## config.mk

```make
export PLATFORM = sky130hd
export DESIGN_NAME = move_input_conditioner
export DESIGN_NICKNAME = d
export VERILOG_FILES = /design/src/rtl/move_input_conditioner.sv
export SDC_FILE = /design/constraint.sdc
export NUM_CORES = 1
export LEC_CHECK = 0
export BUFFER_PORTS_ARGS = -buffer_cell sky130_fd_sc_hd__buf_2
export CELL_PAD_IN_SITES_DETAIL_PLACEMENT = 1
export CELL_PAD_IN_SITES_GLOBAL_PLACEMENT = 2
export CORE_MARGIN = 8
export CORE_UTILIZATION = 35
export CTS_BUF_LIST = sky130_fd_sc_hd__clkbuf_8
export CTS_CLUSTER_SIZE = 28
export DETAILED_ROUTE_END_ITERATION = 12
export MAX_ROUTING_LAYER = met4
export PLACE_DENSITY_LB_ADDON = 0.15
export SKIP_CTS_REPAIR_TIMING = 1
export SYNTH_ARGS = -nofsm -noshare
export SYNTH_HDL_FRONTEND = slang
export SYNTH_SLANG_ARGS = --single-unit
```

## constraint.sdc

```tcl
create_clock -name MAX10_CLK1_50 -period 5.7 [get_ports MAX10_CLK1_50]
set_input_delay 0.285 -clock MAX10_CLK1_50 [delete_from_list [all_inputs] [get_ports MAX10_CLK1_50]]
set_output_delay 0.285 -clock MAX10_CLK1_50 [all_outputs]
set_load 0.03 [all_outputs]
```

## src/rtl/move_input_conditioner.sv

```systemverilog
// Input front-end for the tic-tac-toe game FSM: synchronises and debounces the
// select/clear keys, synchronises the move switches and emits move/clear strobes.

module move_key_debounce #(
    parameter int unsigned SYNC_STAGES = 2,
    parameter int unsigned DB_CYCLES   = 4
) (
    input  logic clk,
    input  logic rst,
    input  logic raw_n,
    output logic level,
    output logic press_c
);
    localparam int unsigned CNT_W = $clog2(DB_CYCLES + 1);

    logic [SYNC_STAGES-1:0] sync_n;
    logic [CNT_W-1:0]       cnt;
    logic                   synced;
    logic                   expired;

    assign synced  = ~sync_n[SYNC_STAGES-1];
    assign expired = (cnt == CNT_W'(DB_CYCLES));
    // Press event is the edge on which the debounced level goes released->pressed
    assign press_c = synced & ~level & expired;

    // Counter measures how long the synced level has disagreed with the debounced one
    always_ff @(posedge clk or posedge rst) begin
        if (rst) begin
            sync_n <= '1;
            cnt    <= '0;
            level  <= 1'b0;
        end else begin
            sync_n <= {sync_n[SYNC_STAGES-2:0], raw_n};
            if (synced == level) begin
                cnt <= '0;
            end else if (expired) begin
                level <= synced;
                cnt   <= '0;
            end else begin
                cnt <= cnt + CNT_W'(1);
            end
        end
    end
endmodule

module move_input_conditioner #(
    parameter int unsigned CLK_HZ      = 50_000_000,
    parameter int unsigned DEBOUNCE_MS = 10,
    parameter int unsigned SYNC_STAGES = 2
) (
    input  logic       MAX10_CLK1_50,
    input  logic       rst,
    input  logic       key_select_n,
    input  logic       key_clear_n,
    input  logic [8:0] sw,
    output logic       move_pulse,
    output logic [8:0] move_onehot,
    output logic [3:0] move_idx,
    output logic       move_err,
    output logic       clear_pulse,
    output logic       sel_level
);
    localparam int unsigned DB_CYCLES = (CLK_HZ / 1000) * DEBOUNCE_MS;
    localparam int unsigned SQUARES   = 9;
    localparam int unsigned IDX_W     = 4;

    typedef enum logic [1:0] {
        IDLE     = 2'd0,
        EVAL     = 2'd1,
        WAIT_REL = 2'd2
    } state_t;

    state_t             state;
    logic               sel_press;
    logic               clr_press;
    logic               clr_level;
    logic [SQUARES-1:0] sw_pipe [SYNC_STAGES];
    logic [SQUARES-1:0] sw_s;
    logic [IDX_W-1:0]   idx_c;
    logic               sw_valid_c;

    move_key_debounce #(
        .SYNC_STAGES (SYNC_STAGES),
        .DB_CYCLES   (DB_CYCLES)
    ) u_sel_db (
        .clk     (MAX10_CLK1_50),
        .rst     (rst),
        .raw_n   (key_select_n),
        .level   (sel_level),
        .press_c (sel_press)
    );

    move_key_debounce #(
        .SYNC_STAGES (SYNC_STAGES),
        .DB_CYCLES   (DB_CYCLES)
    ) u_clr_db (
        .clk     (MAX10_CLK1_50),
        .rst     (rst),
        .raw_n   (key_clear_n),
        .level   (clr_level),
        .press_c (clr_press)
    );

    // Switch synchroniser
    always_ff @(posedge MAX10_CLK1_50 or posedge rst) begin
        if (rst) begin
            for (int i = 0; i < int'(SYNC_STAGES); i++) sw_pipe[i] <= '0;
        end else begin
            sw_pipe[0] <= sw;
            for (int i = 1; i < int'(SYNC_STAGES); i++) sw_pipe[i] <= sw_pipe[i-1];
        end
    end

    assign sw_s       = sw_pipe[SYNC_STAGES-1];
    assign sw_valid_c = $onehot(sw_s);

    always_comb begin
        idx_c = '0;
        for (int i = 0; i < int'(SQUARES); i++) begin
            if (sw_s[i]) idx_c = IDX_W'(i);
        end
    end

    // Press FSM: the switch is evaluated as EVAL is entered so its strobe is visible during EVAL
    always_ff @(posedge MAX10_CLK1_50 or posedge rst) begin
        if (rst) begin
            state       <= IDLE;
            move_pulse  <= 1'b0;
            move_err    <= 1'b0;
            clear_pulse <= 1'b0;
            move_onehot <= '0;
            move_idx    <= '0;
        end else begin
            move_pulse  <= 1'b0;
            move_err    <= 1'b0;
            clear_pulse <= clr_press;
            if (clr_press) begin
                state <= (sel_level | sel_press) ? WAIT_REL : IDLE;
            end else begin
                case (state)
                    IDLE: begin
                        if (sel_press) begin
                            state <= EVAL;
                            if (sw_valid_c) begin
                                move_pulse  <= 1'b1;
                                move_onehot <= sw_s;
                                move_idx    <= idx_c;
                            end else begin
                                move_err <= 1'b1;
                            end
                        end
                    end
                    EVAL:     state <= WAIT_REL;
                    WAIT_REL: if (!sel_level) state <= IDLE;
                    default:  state <= IDLE;
                endcase
            end
        end
    end

    logic unused_ok;
    assign unused_ok = clr_level;
endmodule
```

# ---- Yosys cells after proc, flatten, opt, wreduce, memory -nomap -nowiden
# Cells that the tools add are included.
dict set report op_classes {
  eq_ne 9
  n_mux 25
  reduce_logical 5
  bitwise 12
  add_sub_neg 10
}
# cell n
set op_table {}
lappend op_table {{19-bit two-way mux} 4}
lappend op_table {{19-bit by 1-bit adder with 19-bit output, second input constant} 2}
lappend op_table {{19-bit == test, second input constant} 2}
lappend op_table {{4-bit two-way mux} 7}
lappend op_table {{1-bit two-way mux} 9}
lappend op_table {{1-bit by 1-bit adder with 2-bit output} 4}
lappend op_table {{2-bit two-way mux} 4}
lappend op_table {{1-bit inverter} 7}
lappend op_table {{2-bit by 2-bit adder with 3-bit output} 2}
lappend op_table {{3-bit inequality test, second input constant} 2}
lappend op_table {{2-bit one-hot mux with 3 select lines} 1}
lappend op_table {{2-bit AND reduction} 3}
lappend op_table {{3-bit by 3-bit adder with 4-bit output} 1}
lappend op_table {{4-bit by 1-bit adder with 4-bit output} 1}
lappend op_table {{1-bit bitwise AND} 4}
lappend op_table {{4-bit by 1-bit == test with 1-bit output, second input constant} 1}
lappend op_table {{4-bit AND reduction} 1}
lappend op_table {{1-bit == test} 2}
lappend op_table {{2-bit by 1-bit == test with 1-bit output, second input constant} 1}
lappend op_table {{2-bit == test, second input constant} 1}
lappend op_table {{2-bit logical NOT} 1}
lappend op_table {{1-bit bitwise OR} 1}
dict set report word_totals {
  register_bits 80
  in_bits 13
  out_inout_bits 17
}

# ---- Longest topological paths before layout
# Gate-level depths: netlist of run 1.
dict set report logic_depth {
  depth_word 9
  depth_mapped 13
  depth_no_buf 12
}

# ---- By module
# A second synthesis of run 1 with hierarchy kept.
dict set report hier_totals {
  hier_cells 332
  hier_area_um2 3701.0
}
# module cells_each area_each_um2 instances seq_area_each_um2
set by_module_without_submodules {}
lappend by_module_without_submodules {move_key_debounce 119 1153.6 2 553.0}
lappend by_module_without_submodules {move_input_conditioner 94 1393.8 1 875.8}

# ---- Worst setup path before layout of run 1
# OpenSTA, ideal clock, no wires.
dict set report synth_timing {
  kind {register to register}
  from {register sw_pipe (netlist bit sw_s[0])}
  to {register move_idx[0]}
  stages_incl_launch_ff 14
  arrival_time_ps 3859
  setup_slack_ps 1716
  period_less_slack_ps 3984
  cell_sequence {dfrtp_1 -> inv_1 -> fa_1 -> fa_1 -> fa_1 -> inv_1 -> fa_1 -> inv_1 -> fa_1 -> nand2_1 -> o41ai_1 -> o2111ai_4 -> buf_6 -> mux2_4}
}
dict set report synth_between {
  elab_chain_len 6
}
# element line
set synth_rtl {}
lappend synth_rtl {{start, declared} 77} ;# logic [SQUARES-1:0] sw_pipe [SYNC_STAGES];
lappend synth_rtl {{1-bit by 1-bit adder with 2-bit output (not written as such)} 115} ;# assign sw_valid_c = $onehot(sw_s);
lappend synth_rtl {{2-bit by 2-bit adder with 3-bit output (not written as such)} 115}
lappend synth_rtl {{3-bit by 3-bit adder with 4-bit output (not written as such)} 115}
lappend synth_rtl {{4-bit by 1-bit adder with 4-bit output (not written as such)} 115}
lappend synth_rtl {{4-bit by 1-bit == test with 1-bit output} 115}
lappend synth_rtl {{4-bit AND reduction (no line)} n/a}
lappend synth_rtl {{end signal, assigned} 147} ;# move_idx <= idx_c;
lappend synth_rtl {{end, declared} 58} ;# output logic [3:0] move_idx,
# Every way passes these cells.
# A chain may end at the register's enable or synchronous reset.

# ---- Worst setup path after layout of run 1
dict set report layout_timing {
  from {register sw_pipe (netlist bit sw_s[1])}
  to {register move_onehot[7]}
}
dict set report layout_between {
  elab_chain_len 6
}
# element line
set layout_rtl {}
lappend layout_rtl {{1-bit by 1-bit adder with 2-bit output (not written as such)} 115}
lappend layout_rtl {{2-bit by 2-bit adder with 3-bit output (not written as such)} 115}
lappend layout_rtl {{3-bit by 3-bit adder with 4-bit output (not written as such)} 115}
lappend layout_rtl {{4-bit by 1-bit adder with 4-bit output (not written as such)} 115}
lappend layout_rtl {{4-bit by 1-bit == test with 1-bit output} 115}
lappend layout_rtl {{4-bit AND reduction (no line)} n/a}
lappend layout_rtl {{end signal, assigned} 146} ;# move_onehot <= sw_s;
lappend layout_rtl {{end, declared} 57} ;# output logic [8:0] move_onehot,
# Every way passes these cells.

==> flow_summary.ini, run 1 <==
[status]
status = finished, final reports clean

[floorplanning]
die_x_um = 118
coreArea_sq_mm = 0.0102
num_rows = 37
die-area_sq_mm = 0.0139
die_h_um = 118
start_util_pct = 35.7
num_io_pins = 30

[synth]
synth_edf_count = 0
synthFlopType = dfrtp_1
synth_top_area_share_pct = 51.6
ys_top_cells_by_count = dfrtp_1, nor2_1, inv_1
async_reset_ff_share_pct = 100
synthCells = 320
ys_seq_area_share_pct = 54.5
syn_nets = 346
yosysMostFrequentCell = dfrtp_1
synth.ff_latch_count = 79
synth_largest_area_cell = dfrtp_1
syn_area_sq_mm = 0.00364
postSynthAreaPerCell_sq_um = 11.4
yosysWarnings = 0
synth_cell_types = 48
synth_area_leaders = dfrtp_1, xor2_1, mux2_4

[timing]
slew_viol_final = 0
tightestPinTransition_ns = 1.01
relSlewSlack_pct = 32.9
finalSetupTns_ns = 0
fmax_ghz = 0.232
setup_ws_ns = 1.39
finalCritPeriodShare_pct = 75.6
rsz0062_at_grt = false
finalSetupViolCount = 0
hold_viol_final = 0
finalCriticalPeriod_ns = 4.31
finClkSkew_ns = 0.0190
holdWs_ns = 0.0300

[final_layout]
final_cells = 491
regArea_sq_mm = 0.00198
fill_cells = 1140
n_antenna_cell = 0
nets = 376
postLayoutCellArea_sq_mm = 0.00416
syn2layout_area_growth_pct = 14.5
drive_gt1_share_pct = 18.3
multiInputGateArea_sq_mm = 0.00149

[detailed_routing]
avgRoutedWirePerCell_um = 15.2
wl_um = 7470
vias = 2392
drt_iter0_drc = 83
avgViaCountPerCell = 4.87
route.detailed.drc = 0
ant_nets = 0
firstDrtPassIters = 4

[cts]
clock-sinks = 79
cts_buffer_depth = 2
htree_num_levels = 3
clockRootBuffer = clkbuf_8
cts_buffers = 9
cts_tree = done
path_clk_slew_ns = 0.08
insertion_delay_ns = 0.36

[hold_path]
holdCritStartpoint = key_select_n
hold_path_class = input pin to register
min_to = u_sel_db.sync_n[0]$_DFF_PP1_
whs_path_depth = 1

[grt]
grt_pass1_vias = 2679
grt-ovfl-total = 0
grt_max_degree = 80
grt_antenna_before_repair = 0
grt_pass1_wl_um = 13400
grtUsageTotal_pct = 12.1

[critical_path]
start_kind = register
cp.required_ns = 5.93
crit_path_max_fanout = 13
r2r_start = sw_s[1]$_DFF_PP0_
worstPathArrival_ns = 4.54
reg2reg_slack_ns = 1.39
critical_path_class = register to register
reg2reg_to = move_onehot[7]$_DFFE_PP0P_
end_kind = register
rr_worst_depth = 12

[run]
drv_cap = 0

[place]
dp_hpwl_um = 5130
io_buffers = 29
dpl_worst_slack_ns = 1.34
dpl_cell_area_sq_mm = 0.00390
place_inst = 475
place.gp.congestion = 0.695

[power]
p_per_area_mw_per_mm2 = 288
switching_share_pct = 21.9
clockPowerShare_pct = 44.9
comb_power_share_pct = 6.4
p_sw_w = 0.000262
power_frac_seq_pct = 48.7
internal_power_w = 0.000935
leakagePower_nw = 1.97
peakVddDrop_v = 0.000146
critical path, cell delays in order (launching register included):
cell and delay [ns]:
dfrtp_1 0.40, inv_1 0.09, fa_1 0.43, fa_1 0.51, fa_1 0.41, inv_1 0.08, fa_1 0.18, inv_1 0.05
fa_1 0.51, nand2_1 0.06, o41ai_1 0.61, o2111ai_4 0.45, mux2_1 0.43
power groups by stage:
stage	Sequential, W	Clock [W]	Combinational (W)
3_3_place_gp	0.000593	0	0.0000755
6_report	0.000582	0.000537	0.0000769
2_1_floorplan	0.000590	0	0.0000573
5_1_grt	0.000584	0.000576	0.0000922
4_1_cts	0.000583	0.000560	0.0000793
3_5_place_dp	0.000593	0	0.0000784
metal layers:
| metal | up-vias | GRT usage, % | share of wire (%) |
|---|---|---|---|
| met5 | - | - | 0 |
| met4 | 0 | 4.80 | 1.7 |
| met3 | 9 | 3.60 | 3.2 |
| met2 | 24 | 19.8 | 50 |
| met1 | 1203 | 13.8 | 45 |
| li1 | 1156 | - | - |
cell families after synthesis:
family                     count (synthesis)  share of synthesized area (%)
DFF                                       79                           54.5
AOI/OAI and AO/OA                         35                           6.23
adders and majority gates                 13                           5.51
xor gates and xnor gates                  23                           5.54
muxes                                     14                           5.20
buffers and inverters                     38                           4.40
and+or+nand+nor                          118                           18.6
cells in the final DEF (no fill, tap or decap), types with 2 or more instances in the layout:
master | Yosys | layout
dfrtp_1 | 75 | 75
nor2_1 | 35 | 35
buf_2 | 5 | 29
inv_1 | 26 | 26
xor2_1 | 17 | 17
a21oi_1 | 15 | 15
nand2_1 | 13 | 13
nand3_1 | 11 | 11
nand4_1 | 11 | 11
o21ai_0 | 9 | 9
mux2_4 | 9 | 9
clkbuf_8 | 0 | 9
or3_1 | 8 | 8
ha_1 | 8 | 8
xnor2_1 | 6 | 6
and4_1 | 5 | 5
fa_1 | 5 | 5
o31ai_1 | 4 | 4
or4_1 | 4 | 4
and3_1 | 4 | 4
and2_1 | 4 | 4
bufinv_16 | 0 | 4
dfstp_2 | 4 | 4
nor4bb_1 | 3 | 3
nor4b_1 | 3 | 3
nor3_1 | 3 | 3
mux2_1 | 3 | 3
a21o_1 | 2 | 2
or4b_1 | 2 | 2
clkinv_2 | 0 | 2
nand3b_1 | 2 | 2
mux2i_1 | 2 | 2
cell type report:
type | count | share of cell area [%]
Multi-Input combinational cell | 203 | 35.9
Tap cell | 136 | 4.09
Clock buffer | 9 | 2.98
Clock inverter | 7 | 3.28
Timing Repair Buffer | 30 | 3.67
Inverter | 27 | 2.47
Sequential cell | 79 | 47.6
worst max-delay path by stage:
stage	startpoint	to	slack [ns]	cells after the start
after global routing	sw_s[1]$_DFF_PP0_	move_onehot[8]$_DFFE_PP0P_	1.11	12
after detailed placement	sw_s[1]$_DFF_PP0_	move_onehot[6]$_DFFE_PP0P_	1.34	12
after CTS	sw_s[3]$_DFF_PP0_	move_onehot[7]$_DFFE_PP0P_	1.34	12
final	sw_s[1]$_DFF_PP0_	move_onehot[7]$_DFFE_PP0P_	1.39	12
after floorplan	sw_s[0]$_DFF_PP0_	move_idx[0]$_DFFE_PP0P_	1.72	13
after global placement	sw_s[1]$_DFF_PP0_	move_onehot[8]$_DFFE_PP0P_	1.44	12
stage by stage:
step | total power, W | util [%]
after global placement | 0.000669 | 38.3
after CTS | 0.00122 | 40.9
after global routing | 0.00125 | 40.9
final | 0.00120 | 40.9
after detailed placement | 0.000672 | 38.3
after floorplan | 0.000647 | -
flip-flops by register name, summed over array words and instances, names as in the netlist:
register         flops
clear_pulse          1
u_clr_db.cnt        19
move_pulse           1
u_sel_db.level       1
u_sel_db.sync_n      2
sw_pipe              9
u_sel_db.cnt        19
u_clr_db.level       1
move_idx             3
sw_s                 9
u_clr_db.sync_n      2
move_err             1
move_onehot          9
state                2
Note: power is estimated with default switching activity, not from simulation.
==> inputs of run 2 (changes only) <==
==> constraint.sdc (replaced) <==
create_clock -name MAX10_CLK1_50 -period 4.5 [get_ports MAX10_CLK1_50]
set_input_delay 0.225 -clock MAX10_CLK1_50 [delete_from_list [all_inputs] [get_ports MAX10_CLK1_50]]
set_output_delay 0.225 -clock MAX10_CLK1_50 [all_outputs]
set_load 0.03 [all_outputs]
==> flow_summary.ini, run 2 (synthesis gave the netlist of run 1 again) <==
[status]
status = finished, final reports clean

[grt]
grt_pass1_wl_um = 13200
grtUsageTotal_pct = 12.1
grt_antenna_before_repair = 0
grt-ovfl-total = 0
grt_pass1_vias = 2589
grt_max_degree = 51

[final_layout]
syn2layout_area_growth_pct = 17.5
nets = 388
fin_util_pct = 42.0
mostFrequentLayoutCells = dfrtp_1, nor2_1, buf_2
final_common_cell = dfrtp_1
n_antenna_cell = 0
drive_gt1_share_pct = 18.3
reg_top3 = u_clr_db.cnt (19), u_sel_db.cnt (19)

[cts]
clockRootBuffer = clkbuf_8
clock-sinks = 79
cts_buffers = 9
cts_tree = done
htree_num_levels = 3
insertion_delay_ns = 0.37
path_clk_slew_ns = 0.09
cts_buffer_depth = 2

[critical_path]
critical_path_class = register to register
end_kind = register
start_kind = register
cp_cell_sequence = inv_1 > fa_1 > fa_1 > fa_1 > inv_1 > fa_1 > inv_1 > fa_1 > nand2_1 > o41ai_2 > o2111ai_4 > mux2_1
cp.required_ns = 4.75
path_buf_inv = 3
reg2reg_slack_ns = 0.33
r2r_start = sw_s[1]$_DFF_PP0_
crit_path_max_fanout = 13
critPathTopFamily = adder cells
worstPathArrival_ns = 4.42
rr_worst_depth = 12
slowest_delay_ns = 0.51
reg2reg_to = move_onehot[6]$_DFFE_PP0P_
cpMostUsedCell = fa_1
worst_path_max_delay_cell = fa_1

[detailed_routing]
ant_nets = 0
vias = 2464
drt_iter0_drc = 135
wl_um = 7590
avgRoutedWirePerCell_um = 15.1
firstDrtPassIters = 4
avgViaCountPerCell = 4.90
route.detailed.drc = 0

[power]
p_per_area_mw_per_mm2 = 351
peakVddDrop_v = 0.000190
leakagePower_nw = 2.01

[timing]
hold_viol_final = 0
finalSetupTns_ns = 0
fmax_ghz = 0.240
slew_viol_final = 0
relSlewSlack_pct = 55.8
finClkSkew_ns = 0.0108
finalCriticalPeriod_ns = 4.17
finalSetupViolCount = 0
tightestPinTransition_ns = 0.663
rsz0062_at_grt = false
finalCritPeriodShare_pct = 92.6

[run]
drv_cap = 0

[hold_path]
min_to = sw_s[2]$_DFF_PP0_
whs_path_depth = 0
holdCritStartpoint = sw_pipe[11]$_DFF_PP0_
hold_path_class = register to register

[floorplanning]
die-area_sq_mm = 0.0139
die_h_um = 118
die_x_um = 118
num_rows = 37
start_util_pct = 35.7
num_io_pins = 30
coreArea_sq_mm = 0.0102

[place]
dp_hpwl_um = 5270
place.gp.congestion = 0.700
io_buffers = 29
-- run 2: final cells by class --
type | instances | area (sq um)
fillers | 1118 | 5910
flip-flops and latches | 79 | 1980
multi-input cells | 203 | 1500
repair buffers | 42 | 273
well taps | 136 | 170
clock buffers | 9 | 124
clock inverters | 7 | 120
inverters | 27 | 103
-- run 2: where the power goes --
group	total (W)	internal, W	leakage, nW	switching [W]
clock network	0.000653	0.000370	0.120	0.000283
logic	0.000108	0.0000453	0.851	0.0000630
registers	0.000737	0.000725	1.04	0.0000122
-- run 2: worst max-delay path by stage --
stage | start | end | cells past startpoint
after global routing | sw_s[1]$_DFF_PP0_ | move_onehot[8]$_DFFE_PP0P_ | 12
after global placement | sw_s[1]$_DFF_PP0_ | move_onehot[8]$_DFFE_PP0P_ | 12
final | sw_s[1]$_DFF_PP0_ | move_onehot[6]$_DFFE_PP0P_ | 12
after CTS | sw_s[3]$_DFF_PP0_ | move_onehot[6]$_DFFE_PP0P_ | 12
after detailed placement | sw_s[3]$_DFF_PP0_ | move_onehot[6]$_DFFE_PP0P_ | 12
after floorplan | sw_s[0]$_DFF_PP0_ | move_idx[0]$_DFFE_PP0P_ | 13
-- run 2: worst register-to-register path: cells and delay by family, from the launching register on --
family | cells | cell delay (ns)
flops | 1 | 0.40
mux | 1 | 0.44
buf+inv | 3 | 0.21
fa+ha+maj | 5 | 2.04
compound gates | 2 | 0.88
simple gates | 1 | 0.07
-- run 2: stage by stage --
step	power (W)	cell area, sq um	setup WS [ns]	cells	hold WS (ns)
after floorplan	0.000820	3640	0.516	320	0.229
after global placement	0.000848	3900	0.244	475	0.298
after detailed placement	0.000850	3900	0.121	475	0.297
after CTS	0.00151	4150	0.0956	491	-0.109
after global routing	0.00157	4270	0.0578	503	0.353
final	0.00150	4270	0.332	503	0.347
-- run 2: layer usage --
metal / global-route usage [%] / wire length [um] / vias to the layer above
met1: 14.2 / 3480 / 1241
met4: 5.76 / 138 / 0
li1: - / - / 1186
met5: - / 0 / -
met2: 18.8 / 3710 / 23
met3: 3.45 / 272 / 14
